$ cat src/rtl/painel_if.sv
`default_nettype none
// ============================================================================
// Module  : painel_if
// Brief   : Keypad input and code/selection outputs of the front-panel stage.
// Revision: 1.0
// ============================================================================
interface painel_if;
    logic       tecla_prem;
    logic [3:0] tecla;
    logic [6:0] codigo;
    logic       codigo_pronto;
    logic [1:0] selecao;
    logic [1:0] n_digitos;
    logic [1:0] tentativas;
    logic       bloqueado;

    modport master (
        output tecla_prem, tecla,
        input  codigo, codigo_pronto, selecao, n_digitos, tentativas, bloqueado
    );

    modport slave (
        input  tecla_prem, tecla,
        output codigo, codigo_pronto, selecao, n_digitos, tentativas, bloqueado
    );
endinterface
`default_nettype wire

$ cat src/rtl/painel_entrada.sv
`default_nettype none
// ============================================================================
// Module  : painel_entrada
// Brief   : Debounced keypad, two-digit code assembly, selection and lockout.
//           Optional idle timeout of partial entries: PAINEL_TIMEOUT_EN.
// Revision: 1.0
// ============================================================================
module painel_entrada #(
    parameter int unsigned DEB_CICLOS     = 3,
    parameter int unsigned CODIGO_OK      = 17,
    parameter int unsigned MAX_TENT       = 3,
    parameter int unsigned BLOQ_CICLOS    = 30,
    parameter int unsigned TIMEOUT_CICLOS = 10
) (
    input  logic     CLK,
    input  logic     reset,
    input  logic     power,
    painel_if.slave  pif
);
    localparam int c_DEB_W = $clog2(DEB_CICLOS + 1);
    localparam int c_BLQ_W = $clog2(BLOQ_CICLOS + 1);

    localparam logic [c_DEB_W-1:0] c_DEB     = c_DEB_W'(DEB_CICLOS);
    localparam logic [c_DEB_W-1:0] c_DEB_ONE = c_DEB_W'(1);
    localparam logic [c_BLQ_W-1:0] c_BLQ     = c_BLQ_W'(BLOQ_CICLOS);
    localparam logic [c_BLQ_W-1:0] c_BLQ_ONE = c_BLQ_W'(1);
    localparam logic [6:0]         c_OK_VAL  = 7'(CODIGO_OK);
    localparam logic [1:0]         c_MAX     = 2'(MAX_TENT);

    localparam logic [3:0] c_K_OK  = 4'hA;
    localparam logic [3:0] c_K_CLR = 4'hB;

    localparam logic [1:0] c_VAZIO    = 2'd0;
    localparam logic [1:0] c_UM       = 2'd1;
    localparam logic [1:0] c_DOIS     = 2'd2;
    localparam logic [1:0] c_BLOQUEIO = 2'd3;

    // ---------------- debouncer (ignores power) ----------------
    logic               r_armed;
    logic [c_DEB_W-1:0] r_deb_cnt;
    logic [3:0]         r_deb_key;
    logic [c_DEB_W-1:0] w_run;
    logic               w_evt;

    always_comb begin
        if (pif.tecla_prem && (r_deb_cnt != '0) && (pif.tecla == r_deb_key))
            w_run = r_deb_cnt + c_DEB_ONE;
        else
            w_run = c_DEB_ONE;
        w_evt = r_armed && pif.tecla_prem && (w_run == c_DEB);
    end

    always_ff @(posedge CLK) begin
        if (reset) begin
            r_armed   <= 1'b1;
            r_deb_cnt <= '0;
            r_deb_key <= '0;
        end else if (r_armed) begin
            if (!pif.tecla_prem) begin
                r_deb_cnt <= '0;
            end else if (w_evt) begin
                r_armed   <= 1'b0;
                r_deb_cnt <= '0;
            end else begin
                r_deb_cnt <= w_run;
                r_deb_key <= pif.tecla;
            end
        end else begin
            // Re-arm only after a full run of released samples.
            if (pif.tecla_prem) begin
                r_deb_cnt <= '0;
            end else if (r_deb_cnt + c_DEB_ONE == c_DEB) begin
                r_armed   <= 1'b1;
                r_deb_cnt <= '0;
            end else begin
                r_deb_cnt <= r_deb_cnt + c_DEB_ONE;
            end
        end
    end

    // ---------------- entry FSM ----------------
    logic [1:0]         r_state, w_state_next;
    logic [6:0]         r_valor, w_valor_next;
    logic [6:0]         r_codigo, w_codigo_next;
    logic               r_pronto, w_pronto_next;
    logic [1:0]         r_sel, w_sel_next;
    logic [1:0]         r_tent, w_tent_next;
    logic [c_BLQ_W-1:0] r_bloq_cnt, w_bloq_cnt_next;
    logic [1:0]         r_ndig, w_ndig_next;
    logic               r_bloq, w_bloq_next;

    logic       w_digito;
    logic       w_entrando;
    logic       w_acerto;
    logic [1:0] w_tent_inc;
    logic       w_lock;
    logic       w_tmo;

    assign w_digito   = (pif.tecla <= 4'd9);
    assign w_entrando = (r_state == c_UM) || (r_state == c_DOIS);
    assign w_acerto   = (r_valor == c_OK_VAL);
    assign w_tent_inc = r_tent + 2'd1;
    assign w_lock     = !w_acerto && (w_tent_inc == c_MAX);

`ifdef PAINEL_TIMEOUT_EN
    localparam int c_TMO_W = $clog2(TIMEOUT_CICLOS + 1);
    localparam logic [c_TMO_W-1:0] c_TMO_LAST = c_TMO_W'(TIMEOUT_CICLOS - 1);
    localparam logic [c_TMO_W-1:0] c_TMO_ONE  = c_TMO_W'(1);
    logic [c_TMO_W-1:0] r_idle;

    always_ff @(posedge CLK) begin
        if (reset || !power || w_evt || !w_entrando)
            r_idle <= '0;
        else
            r_idle <= r_idle + c_TMO_ONE;
    end

    assign w_tmo = w_entrando && !w_evt && (r_idle == c_TMO_LAST);
`else
    assign w_tmo = 1'b0;
`endif

    always_ff @(posedge CLK) begin
        if (reset) begin
            r_state    <= c_VAZIO;
            r_valor    <= '0;
            r_codigo   <= '0;
            r_pronto   <= 1'b0;
            r_sel      <= '0;
            r_tent     <= '0;
            r_bloq_cnt <= '0;
            r_ndig     <= '0;
            r_bloq     <= 1'b0;
        end else begin
            r_state    <= w_state_next;
            r_valor    <= w_valor_next;
            r_codigo   <= w_codigo_next;
            r_pronto   <= w_pronto_next;
            r_sel      <= w_sel_next;
            r_tent     <= w_tent_next;
            r_bloq_cnt <= w_bloq_cnt_next;
            r_ndig     <= w_ndig_next;
            r_bloq     <= w_bloq_next;
        end
    end

    always_comb begin
        w_state_next = r_state;
        if (!power) begin
            w_state_next = c_VAZIO;
        end else if (r_state == c_BLOQUEIO) begin
            // Events arriving on the expiry cycle are dropped with the rest.
            if (r_bloq_cnt == c_BLQ_ONE)
                w_state_next = c_VAZIO;
        end else if (w_evt) begin
            if (w_digito) begin
                if (r_state == c_VAZIO)
                    w_state_next = c_UM;
                else if (r_state == c_UM)
                    w_state_next = c_DOIS;
            end else if (pif.tecla == c_K_CLR) begin
                w_state_next = c_VAZIO;
            end else if ((pif.tecla == c_K_OK) && w_entrando) begin
                w_state_next = w_lock ? c_BLOQUEIO : c_VAZIO;
            end
        end else if (w_tmo) begin
            w_state_next = c_VAZIO;
        end
    end

    always_comb begin
        w_valor_next    = r_valor;
        w_codigo_next   = r_codigo;
        w_pronto_next   = 1'b0;
        w_sel_next      = r_sel;
        w_tent_next     = r_tent;
        w_bloq_cnt_next = r_bloq_cnt;
        if (!power) begin
            w_valor_next    = '0;
            w_codigo_next   = '0;
            w_sel_next      = '0;
            w_tent_next     = '0;
            w_bloq_cnt_next = '0;
        end else if (r_state == c_BLOQUEIO) begin
            w_bloq_cnt_next = r_bloq_cnt - c_BLQ_ONE;
        end else if (w_evt) begin
            if (w_digito) begin
                if (r_state == c_VAZIO)
                    w_valor_next = {3'b000, pif.tecla};
                else if (r_state == c_UM)
                    w_valor_next = r_valor * 7'd10 + {3'b000, pif.tecla};
            end else if (pif.tecla == c_K_CLR) begin
                w_valor_next = '0;
            end else if (pif.tecla == c_K_OK) begin
                if (w_entrando) begin
                    w_codigo_next = r_valor;
                    w_pronto_next = 1'b1;
                    w_valor_next  = '0;
                    if (w_acerto || w_lock)
                        w_tent_next = '0;
                    else
                        w_tent_next = w_tent_inc;
                    if (w_lock)
                        w_bloq_cnt_next = c_BLQ;
                end
            end else begin
                case (pif.tecla)
                    4'hC:    w_sel_next = 2'b01;
                    4'hD:    w_sel_next = 2'b10;
                    4'hE:    w_sel_next = 2'b11;
                    default: w_sel_next = r_sel;
                endcase
            end
        end else if (w_tmo) begin
            w_valor_next = '0;
        end

        case (w_state_next)
            c_UM:    w_ndig_next = 2'd1;
            c_DOIS:  w_ndig_next = 2'd2;
            default: w_ndig_next = 2'd0;
        endcase
        w_bloq_next = (w_state_next == c_BLOQUEIO);
    end

    assign pif.codigo        = r_codigo;
    assign pif.codigo_pronto = r_pronto;
    assign pif.selecao       = r_sel;
    assign pif.n_digitos     = r_ndig;
    assign pif.tentativas    = r_tent;
    assign pif.bloqueado     = r_bloq;
endmodule
`default_nettype wire

$ cat src/flat_wrapper.sv
// flat-port wrapper written by rule: the top's interface ports become plain ports
module painel_entrada_flat 
#(
    parameter int unsigned DEB_CICLOS     = 3,
    parameter int unsigned CODIGO_OK      = 17,
    parameter int unsigned MAX_TENT       = 3,
    parameter int unsigned BLOQ_CICLOS    = 30,
    parameter int unsigned TIMEOUT_CICLOS = 10
)
  (CLK, reset, power, pif_tecla_prem, pif_tecla, pif_codigo, pif_codigo_pronto, pif_selecao, pif_n_digitos, pif_tentativas, pif_bloqueado);
  painel_if pif_i ();
  input  logic CLK;
  input  logic reset;
  input  logic power;
  input wire logic [$bits(pif_i.tecla_prem)-1:0] pif_tecla_prem;
  input wire logic [$bits(pif_i.tecla)-1:0] pif_tecla;
  output wire logic [$bits(pif_i.codigo)-1:0] pif_codigo;
  output wire logic [$bits(pif_i.codigo_pronto)-1:0] pif_codigo_pronto;
  output wire logic [$bits(pif_i.selecao)-1:0] pif_selecao;
  output wire logic [$bits(pif_i.n_digitos)-1:0] pif_n_digitos;
  output wire logic [$bits(pif_i.tentativas)-1:0] pif_tentativas;
  output wire logic [$bits(pif_i.bloqueado)-1:0] pif_bloqueado;
  assign pif_i.tecla_prem = pif_tecla_prem;
  assign pif_i.tecla = pif_tecla;
  assign pif_codigo = pif_i.codigo;
  assign pif_codigo_pronto = pif_i.codigo_pronto;
  assign pif_selecao = pif_i.selecao;
  assign pif_n_digitos = pif_i.n_digitos;
  assign pif_tentativas = pif_i.tentativas;
  assign pif_bloqueado = pif_i.bloqueado;
  painel_entrada #(.DEB_CICLOS(DEB_CICLOS), .CODIGO_OK(CODIGO_OK), .MAX_TENT(MAX_TENT), .BLOQ_CICLOS(BLOQ_CICLOS), .TIMEOUT_CICLOS(TIMEOUT_CICLOS)) u_core (.CLK(CLK), .reset(reset), .power(power), .pif(pif_i));
endmodule
$ cat config.mk
export PLATFORM = sky130hd
export DESIGN_NAME = painel_entrada_flat
export DESIGN_NICKNAME = d
export VERILOG_FILES = /design/src/rtl/painel_if.sv /design/src/rtl/painel_entrada.sv /design/src/flat_wrapper.sv
export SDC_FILE = /design/constraint.sdc
export NUM_CORES = 1
export LEC_CHECK = 0
export ABC_AREA = 1
export BUFFER_PORTS_ARGS = -buffer_cell sky130_fd_sc_hd__buf_2
export CAP_MARGIN = 15
export CELL_PAD_IN_SITES_DETAIL_PLACEMENT = 1
export CELL_PAD_IN_SITES_GLOBAL_PLACEMENT = 2
export CORE_MARGIN = 2
export CORE_UTILIZATION = 33
export DETAILED_ROUTE_END_ITERATION = 8
export PLACE_DENSITY = 0.77
export RECOVER_POWER = 25
export SLEW_MARGIN = 20
export SYNTH_ARGS = -nofsm -noshare
export SYNTH_HDL_FRONTEND = slang
export SYNTH_SLANG_ARGS = --single-unit
$ cat constraint.sdc
create_clock -name CLK -period 2.13 [get_ports CLK]
set_input_delay 0.213 -clock CLK [delete_from_list [all_inputs] [get_ports CLK]]
set_output_delay 0.213 -clock CLK [all_outputs]
set_load 0.03 [all_outputs]
==> flow_summary.yaml, run 1 <==
sta:
  finalSetupViolations: 0
  fin_tns_setup_ps: 0
  period_minus_slack_ps: 1990
  fmax_ghz: 0.503
  finClkSkew_ps: 10.4
  rsz0062_at_grt: "false"
  worst_slew_pin_slew_ps: 567
  relSlewSlack: 0.620
  final_max_slew_viol_count: 0
  finalCritPeriodShare: 0.934
  finalHoldViolCount: 0
grt:
  grt_pass1_wl_mm: 9.89
  antenna_found_initial: 0
  overflow: 0
  grt_max_degree: 13
  first_global_vias: 2004
  track_usage: 0.172
clocking:
  cts_sinks: 36
  path_clk_slew_ps: 70
  htreeDepth: 2
  ctsHoldBuffers: 0
  root_buffer: "clkbuf_8"
  cts_max_path_buffers: 2
  clock_latency_ps: 300
  cts_made_buffers: 5
  cts_tree: "built"
power:
  clock_power_share: 0.412
  p_leak_nw: 1.18
  p_int_mw: 0.998
  p_sw_mw: 0.334
  p_per_area_nw_per_um2: 539
  p_seq_frac: 0.513
  switching_share: 0.251
  combPwrFrac: 0.075
  peakVddDrop_mv: 0.247
worst_setup_path:
  cp_top_family: "adder cells"
  worstReg2RegStart: "u_core.r_valor[3]"
  path_buf_inv: 1
  crit_path_top_delay_cell: "fa_1"
  worstPathRequired_ps: 2370
  cp_slowest_stage_delay_ps: 370
  reg2regPathDepth: 9
  cp.arrival_ps: 2220
  worstSetupPathType: "flip-flop to flip-flop"
  critPathMaxFanout: 5
  critPathCaptureType: "flip-flop"
  r2r_slack_ps: 140
  r2r_end: "u_core.r_valor[6]"
  critPathLaunchType: "flip-flop"
  path_cells: "ha_1 > ha_1 > inv_1 > fa_1 > xor2_1 > xnor2_1 > xor2_1 > o21a_1 > nor2_1"
routing:
  drt-wirelength-per-cell_um: 13.2
  met1_length_mm: 2.82
  drc: 0
  initialDrtViolationCount: 37
  wl_mm: 5.48
  vias_per_cell: 4.71
  wl_met2_mm: 2.37
  route.top_layer_used: "met4"
  ant_nets: 0
  num_vias: 1954
  wl_met3_um: 193
  drtPass1Iterations: 4
place:
  port_buffers: 22
  placed_area_um2: 2380
  dp_hpwl_mm: 4.38
  place.gp.congestion: 0.791
floorplanning:
  core-area_um2: 6310
  initial_core_util: 0.340
  die_area_um2: 7160
  ioPinCount: 23
  die_h_um: 84.6
  fp-row-count: 29
  die_x_um: 84.6
logic_synthesis:
  synth_top_area_share: 0.336
  syn_nets: 332
  synth.distinct_cells: 32
  synthCells: 305
  yosysSeqAreaShare: 0.336
  yosysMostFrequentCell: "nand2_1"
  synthesis.area_um2: 2140
  ys_async_sr_fraction: 0
  synth_edf_count: 0
  synth-seq-cells: 36
  synthTopCellsByCount: "nand2_1, inv_1, nor2_1, dfxtp_1, nand3_1"
  syn_avg_cell_area_um2: 7.03
  synth_warnings: 0
  synthFlopType: "dfxtp_1"
  synth_area_leaders: "dfxtp_1, ha_1, nand2_1"
  synth_area_leader_cell: "dfxtp_1"
finish:
  nets: 365
  finalInstanceArea_um2: 2470
  antenna_cells: 0
  drive_gt1_frac: 0.124
  area_growth_pct: 15.3
hold_path:
  whs_path_depth: 2
  min_from: "reset"
  min_to: "u_core.r_deb_cnt[0]"
  hp-class: "primary input to flip-flop"
status:
  status: "completed"
run:
  drv_cap: 0
## flip-flops by register name, summed over array words and instances, names as in the netlist
signal                    flops
u_core.pif.bloqueado          1
u_core.pif.codigo             7
u_core.pif.codigo_pronto      1
u_core.pif.n_digitos          2
u_core.pif.selecao            2
u_core.pif.tentativas         2
u_core.r_armed                1
u_core.r_bloq_cnt             5
u_core.r_deb_cnt              2
u_core.r_deb_key              4
u_core.r_state                2
u_core.r_valor                7
## power groups by stage
stage          clock [mW]  sequential [mW]  combinational [mW]
2_1_floorplan           0            0.698              0.0627
3_3_place_gp            0            0.698               0.100
3_5_place_dp            0            0.698               0.101
4_1_cts             0.576            0.682               0.102
5_1_grt             0.606            0.684               0.116
6_report            0.549            0.683               0.100
## metal layers
layer	GRT usage	vias up
met5	0	-
met4	0.0606	0
met3	0.0305	8
met2	0.265	25
met1	0.242	879
li1	-	1042
## logic make-up after synthesis
kind of cell | Yosys count | synth area share
fa+ha+maj | 19 | 0.118
xor+xnor | 6 | 0.0245
flops | 36 | 0.336
simple gates | 134 | 0.281
compound gates | 55 | 0.142
buf+inv | 55 | 0.0980
## final cells by class
class	count	area, µm²
inverter	53	199
clock buffer	7	96.3
multi-input combinational	214	1220
tap	77	96.3
fill	853	3840
sequential	36	723
timing repair buffer	28	140
## worst max path at each step
stage	slack, ps	depth (start not counted)	from	endpoint
6_report	140	9	u_core.r_valor[3]	u_core.r_valor[6]
4_1_cts	110	9	u_core.r_valor[3]	u_core.r_valor[6]
3_5_place_dp	140	9	u_core.r_valor[3]	u_core.r_valor[6]
2_1_floorplan	240	9	u_core.r_valor[1]	u_core.r_valor[6]
5_1_grt	10	9	u_core.r_valor[3]	u_core.r_valor[6]
3_3_place_gp	220	9	u_core.r_valor[3]	u_core.r_valor[6]
## metrics by stage
step / total power [mW] / utilization / hold slack (ps) / setup WS [ps] / std cells
2_1_floorplan: 0.760 / - / 282 / 242 / 305
3_3_place_gp: 0.799 / 0.377 / 448 / 224 / 407
3_5_place_dp: 0.799 / 0.377 / 450 / 140 / 407
4_1_cts: 1.36 / 0.392 / 128 / 113 / 414
5_1_grt: 1.41 / 0.392 / 128 / 12.0 / 415
6_report: 1.33 / 0.392 / 137 / 141 / 415
## cell usage in the layout, fill, tap and decap left out, drive strengths merged, types with 4 or more instances in the layout
cell / instances
o21a: 4
nand4: 6
clkbuf: 19
buf: 16
inv: 51
o21ai: 29
xor2: 4
a21oi: 17
ha: 17
nor3: 5
dfxtp: 36
nand3: 20
nor2: 50
nand2: 50
## timing repair
item | 4_1_cts | 5_1_grt
endpoints found under the setup margin | 0 | 8
setup buffers | 0 | 1
resized for setup | 0 | 3
No activity file was read; power rests on OpenSTA's default activity.
==> inputs of run 2 (changes only) <==
--- a/config.mk
+++ b/config.mk
@@ -15,5 +15,5 @@
 export DETAILED_ROUTE_END_ITERATION = 8
 export PLACE_DENSITY = 0.77
-export RECOVER_POWER = 25
+export SETUP_SLACK_MARGIN = 0.5
 export SLEW_MARGIN = 20
 export SYNTH_ARGS = -nofsm -noshare
==> constraint.sdc (replaced) <==
create_clock -name CLK -period 2.13 [get_ports CLK]
set_input_delay 0.213 -clock CLK [delete_from_list [all_inputs] [get_ports CLK]]
set_output_delay 0.213 -clock CLK [all_outputs]
set_load 0.005 [all_outputs]
==> flow_summary.yaml, run 2 (synthesis results as in run 1) <==
sta:
  finClkSkew_ps: 6.95
  rsz0062_at_grt: "true"
  fmax_ghz: 0.536
  relSlewSlack: 0.718
  finalSetupViolations: 0
  period_minus_slack_ps: 1870
  finalCritPeriodShare: 0.876
  final_max_slew_viol_count: 0
  worst_slew_pin_slew_ps: 421
  finalHoldViolCount: 0
  fin_tns_setup_ps: 0
place:
  dp_hpwl_mm: 4.36
  place.gp.congestion: 0.782
  port_buffers: 22
clocking:
  htreeDepth: 2
  cts_max_path_buffers: 2
  root_buffer: "clkbuf_8"
  cts_sinks: 36
  cts_made_buffers: 5
  cts_tree: "built"
  path_clk_slew_ps: 80
  ctsHoldBuffers: 0
  clock_latency_ps: 290
power:
  p_leak_nw: 1.40
  p_per_area_nw_per_um2: 454
  peakVddDrop_mv: 0.258
run:
  drv_cap: 0
routing:
  drt-wirelength-per-cell_um: 14.0
  wl_mm: 6.19
  ant_nets: 0
  drc: 0
  drtPass1Iterations: 4
  num_vias: 2122
  vias_per_cell: 4.81
  initialDrtViolationCount: 35
hold_path:
  min_to: "u_core.r_deb_cnt[0]"
  hp-class: "primary input to flip-flop"
  whs_path_depth: 2
  min_from: "reset"
floorplanning:
  die_area_um2: 7160
  ioPinCount: 23
  fp-row-count: 29
  core-area_um2: 6310
  die_h_um: 84.6
  initial_core_util: 0.340
  die_x_um: 84.6
finish:
  layout_common_cells: "nand2_1, inv_1, nor2_1, dfxtp_1, buf_2"
  area_growth_pct: 43.9
  drive_gt1_frac: 0.415
  antenna_cells: 0
  utilization: 0.489
  final_common_cell: "nand2_1"
  nets: 390
worst_setup_path:
  r2r_end: "u_core.r_valor[6]"
  critPathCaptureType: "flip-flop"
  critPathLaunchType: "flip-flop"
  worstSetupPathType: "flip-flop to flip-flop"
  r2r_slack_ps: 260
  reg2regPathDepth: 9
  worstReg2RegStart: "u_core.r_valor[3]"
  critPathMaxFanout: 2
  worstPathRequired_ps: 2360
  cp.arrival_ps: 2100
status:
  status: "completed"
grt:
  antenna_found_initial: 0
  grt_pass1_wl_mm: 10.4
  overflow: 0
  grt_max_degree: 16
  track_usage: 0.182
  first_global_vias: 2162
## run 2: cell count changes in the layout (fill, tap and decap cells not counted), moves of 8 or more
cell | before | now
inv_2 | 5 | 13
nor2_1 | 44 | 31
buf_6 | 0 | 10
ha_1 | 17 | 9
inv_1 | 46 | 34
clkbuf_1 | 12 | 0
dfxtp_1 | 34 | 25
buf_2 | 10 | 22
nand2_1 | 48 | 38
buf_4 | 6 | 21
## run 2: per-layer routing
metal	vias up	track usage	routed length [µm]
met3	6	0.0354	145
met2	21	0.324	3160
met1	1001	0.224	2810
met4	0	0.0476	72
li1	1094	-	-
met5	-	0	0
## run 2: area by class of cell
cell class / instances / area [µm²]
fill: 796 / 3230
multi-input combinational: 214 / 1540
sequential: 36 / 747
timing repair buffer: 53 / 380
inverter: 53 / 214
tap: 77 / 96.3
clock buffer: 6 / 93.8
clock inverter: 2 / 12.5
## run 2: timing repair
action / 4_1_cts / 5_1_grt
setup endpoints to repair: 33 / 34
resized for setup: 55 / 49
setup buffers: 18 / 8
pin swaps: 26 / 25
## run 2: how the worst max path moves through the flow
| stage | start | end | slack, ps |
|---|---|---|---|
| detailed placement | u_core.r_valor[0] | u_core.r_valor[6] | 230 |
| floorplan | u_core.r_valor[1] | u_core.r_valor[6] | 330 |
| CTS | u_core.r_valor[3] | u_core.r_valor[6] | 240 |
| finish | u_core.r_valor[3] | u_core.r_valor[6] | 260 |
| global placement | u_core.r_deb_cnt[0] | u_core.r_bloq_cnt[2] | 240 |
| global route | u_core.r_valor[3] | u_core.r_valor[6] | 140 |
## run 2: worst max-delay path: stages (launching register included)
cell     delay, ps
dfxtp_4        360
ha_4           270
ha_4           120
inv_2           30
fa_2           330
xor2_1         160
xnor2_1        130
xor2_1         150
o21a_1         170
nor2_1          90
## run 2: power breakdown
group          internal, mW  switching, mW  leakage, nW  total, mW
clock network         0.300          0.280       0.0523      0.579
logic                0.0502         0.0923         1.05      0.142
registers             0.674        0.00496        0.297      0.679
total                  1.02          0.377         1.40       1.40
## run 2: stage by stage
stage / setup WS [ps] / std cells / total power [mW] / cell area (µm²) / hold slack (ps)
floorplan: 328 / 305 / 0.760 / 2190 / 275
global placement: 240 / 407 / 0.797 / 2420 / 421
detailed placement: 232 / 407 / 0.797 / 2420 / 422
CTS: 237 / 433 / 1.40 / 2860 / 104
global route: 136 / 441 / 1.47 / 3090 / 114
finish: 264 / 441 / 1.40 / 3090 / 110
==> inputs of run 3 (changes only) <==
RECOVER_POWER = 25   (was unset)
==> flow_summary.yaml, run 3 (synthesis results as in run 1) <==
worst_setup_path:
  crit_path_top_delay_cell: "dfxtp_4"
  path_cells: "ha_4 > ha_4 > inv_2 > fa_2 > xor2_1 > xnor2_1 > xor2_1 > o21a_1 > nor2_1"
  critPathLaunchType: "flip-flop"
  critPathMaxFanout: 2
  cp_slowest_stage_delay_ps: 360
  critPathCaptureType: "flip-flop"
  cp.arrival_ps: 2100
  worstPathRequired_ps: 2360
  worstSetupPathType: "flip-flop to flip-flop"
grt:
  track_usage: 0.182
  grt_pass1_wl_mm: 10.4
  first_global_vias: 2162
  overflow: 0
  grt_max_degree: 16
  antenna_found_initial: 0
clocking:
  cts_sinks: 36
  cts_max_path_buffers: 2
  cts_made_buffers: 5
  root_buffer: "clkbuf_8"
  htreeDepth: 2
  path_clk_slew_ps: 80
  clock_latency_ps: 290
  cts_tree: "built"
sta:
  relSlewSlack: 0.718
  final_max_slew_viol_count: 0
  whs_ps: 110
  finalSetupViolations: 0
  fin_tns_setup_ps: 0
  rsz0062_at_grt: "true"
  worst_slew_pin_slew_ps: 421
  fmax_ghz: 0.536
  period_minus_slack_ps: 1870
  finClkSkew_ps: 6.94
  finalCritPeriodShare: 0.876
  finalHoldViolCount: 0
power:
  p_int_mw: 1.02
  p_leak_nw: 1.38
  peakVddDrop_mv: 0.258
  p_sw_mw: 0.377
  finalPower_mw: 1.40
  combPwrFrac: 0.102
  clock_power_share: 0.413
  p_seq_frac: 0.485
  p_per_area_nw_per_um2: 454
  switching_share: 0.269
routing:
  wl_mm: 6.19
  num_vias: 2122
  vias_per_cell: 4.81
  drc: 0
  drtPass1Iterations: 4
  ant_nets: 0
  initialDrtViolationCount: 35
  drt-wirelength-per-cell_um: 14.0
floorplanning:
  ioPinCount: 23
  initial_core_util: 0.340
  die_h_um: 84.6
  fp-row-count: 29
  core-area_um2: 6310
  die_area_um2: 7160
  die_x_um: 84.6
place:
  place.gp.congestion: 0.782
  dp.cells: 407
  dp_hpwl_mm: 4.36
  port_buffers: 22
status:
  status: "completed"
finish:
  nets: 390
  final_common_cell: "nand2_1"
  layout_common_cells: "nand2_1, inv_1, nor2_1, dfxtp_1, buf_4"
  fillers: 795
  multi_input_area_um2: 1540
  fin_cells: 441
  area_growth_pct: 43.8
  regArea_um2: 747
  antenna_cells: 0
  drive_gt1_frac: 0.407
hold_path:
  hp-class: "primary input to flip-flop"
run:
  drv_cap: 0
[run 3: timing repair]
| item | in CTS | in global routing |
|---|---|---|
| endpoints found under the hold margin | 0 | 0 |
| pin swaps | 26 | 25 |
| gates resized for setup | 55 | 49 |
| endpoints found under the setup margin | 33 | 34 |
| hold buffers | 0 | 0 |
| setup buffers | 18 | 8 |
[run 3: worst max-delay path: cells and delay by family (launching register included)]
kind            cells  cell delay (ps)
compound gates      1              170
fa+ha+maj           3              720
xor+xnor            3              440
simple gates        1               90
buf+inv             1               30
flops               1              360
[run 3: layout make-up]
class                      instances  share of cell area
tap                               77              0.0312
multi-input combinational        214               0.500
inverter                          53              0.0694
clock buffer                       6              0.0304
sequential                        36               0.242
clock inverter                     2             0.00406
timing repair buffer              53               0.122
[run 3: power groups by stage]
| stage | clock network [mW] | logic, mW | registers, mW |
|---|---|---|---|
| finish | 0.579 | 0.142 | 0.679 |
| global route | 0.626 | 0.159 | 0.680 |
| CTS | 0.597 | 0.123 | 0.680 |
| detailed placement | 0 | 0.0993 | 0.698 |
| global placement | 0 | 0.0990 | 0.698 |
| floorplan | 0 | 0.0631 | 0.697 |
[run 3: path summary, 6_finish.rpt]
check | cells after the start | slack, ps | to | from
worst max-delay path | 9 | 260 | u_core.r_valor[6] | u_core.r_valor[3]
worst min-delay path | 2 | 110 | u_core.r_deb_cnt[0] | reset
worst max register to register | 9 | 260 | u_core.r_valor[6] | u_core.r_valor[3]
worst min register to register | 2 | 470 | u_core.r_deb_key[0] | u_core.r_deb_key[0]
[run 3: through the flow]
step / utilization / setup WS (ps) / area [µm²]
global route: 0.488 / 136 / 3080
detailed placement: 0.384 / 232 / 2420
CTS: 0.453 / 237 / 2860
global placement: 0.384 / 240 / 2420
finish: 0.488 / 264 / 3080
floorplan: - / 328 / 2190
[run 3: layer usage]
metal  global-route usage  up-vias  wire (µm)
met4               0.0476        0         72
met5                    0        -          0
met2                0.324       21       3160
met3               0.0354        6        145
li1                     -     1094          -
met1                0.224     1001       2820
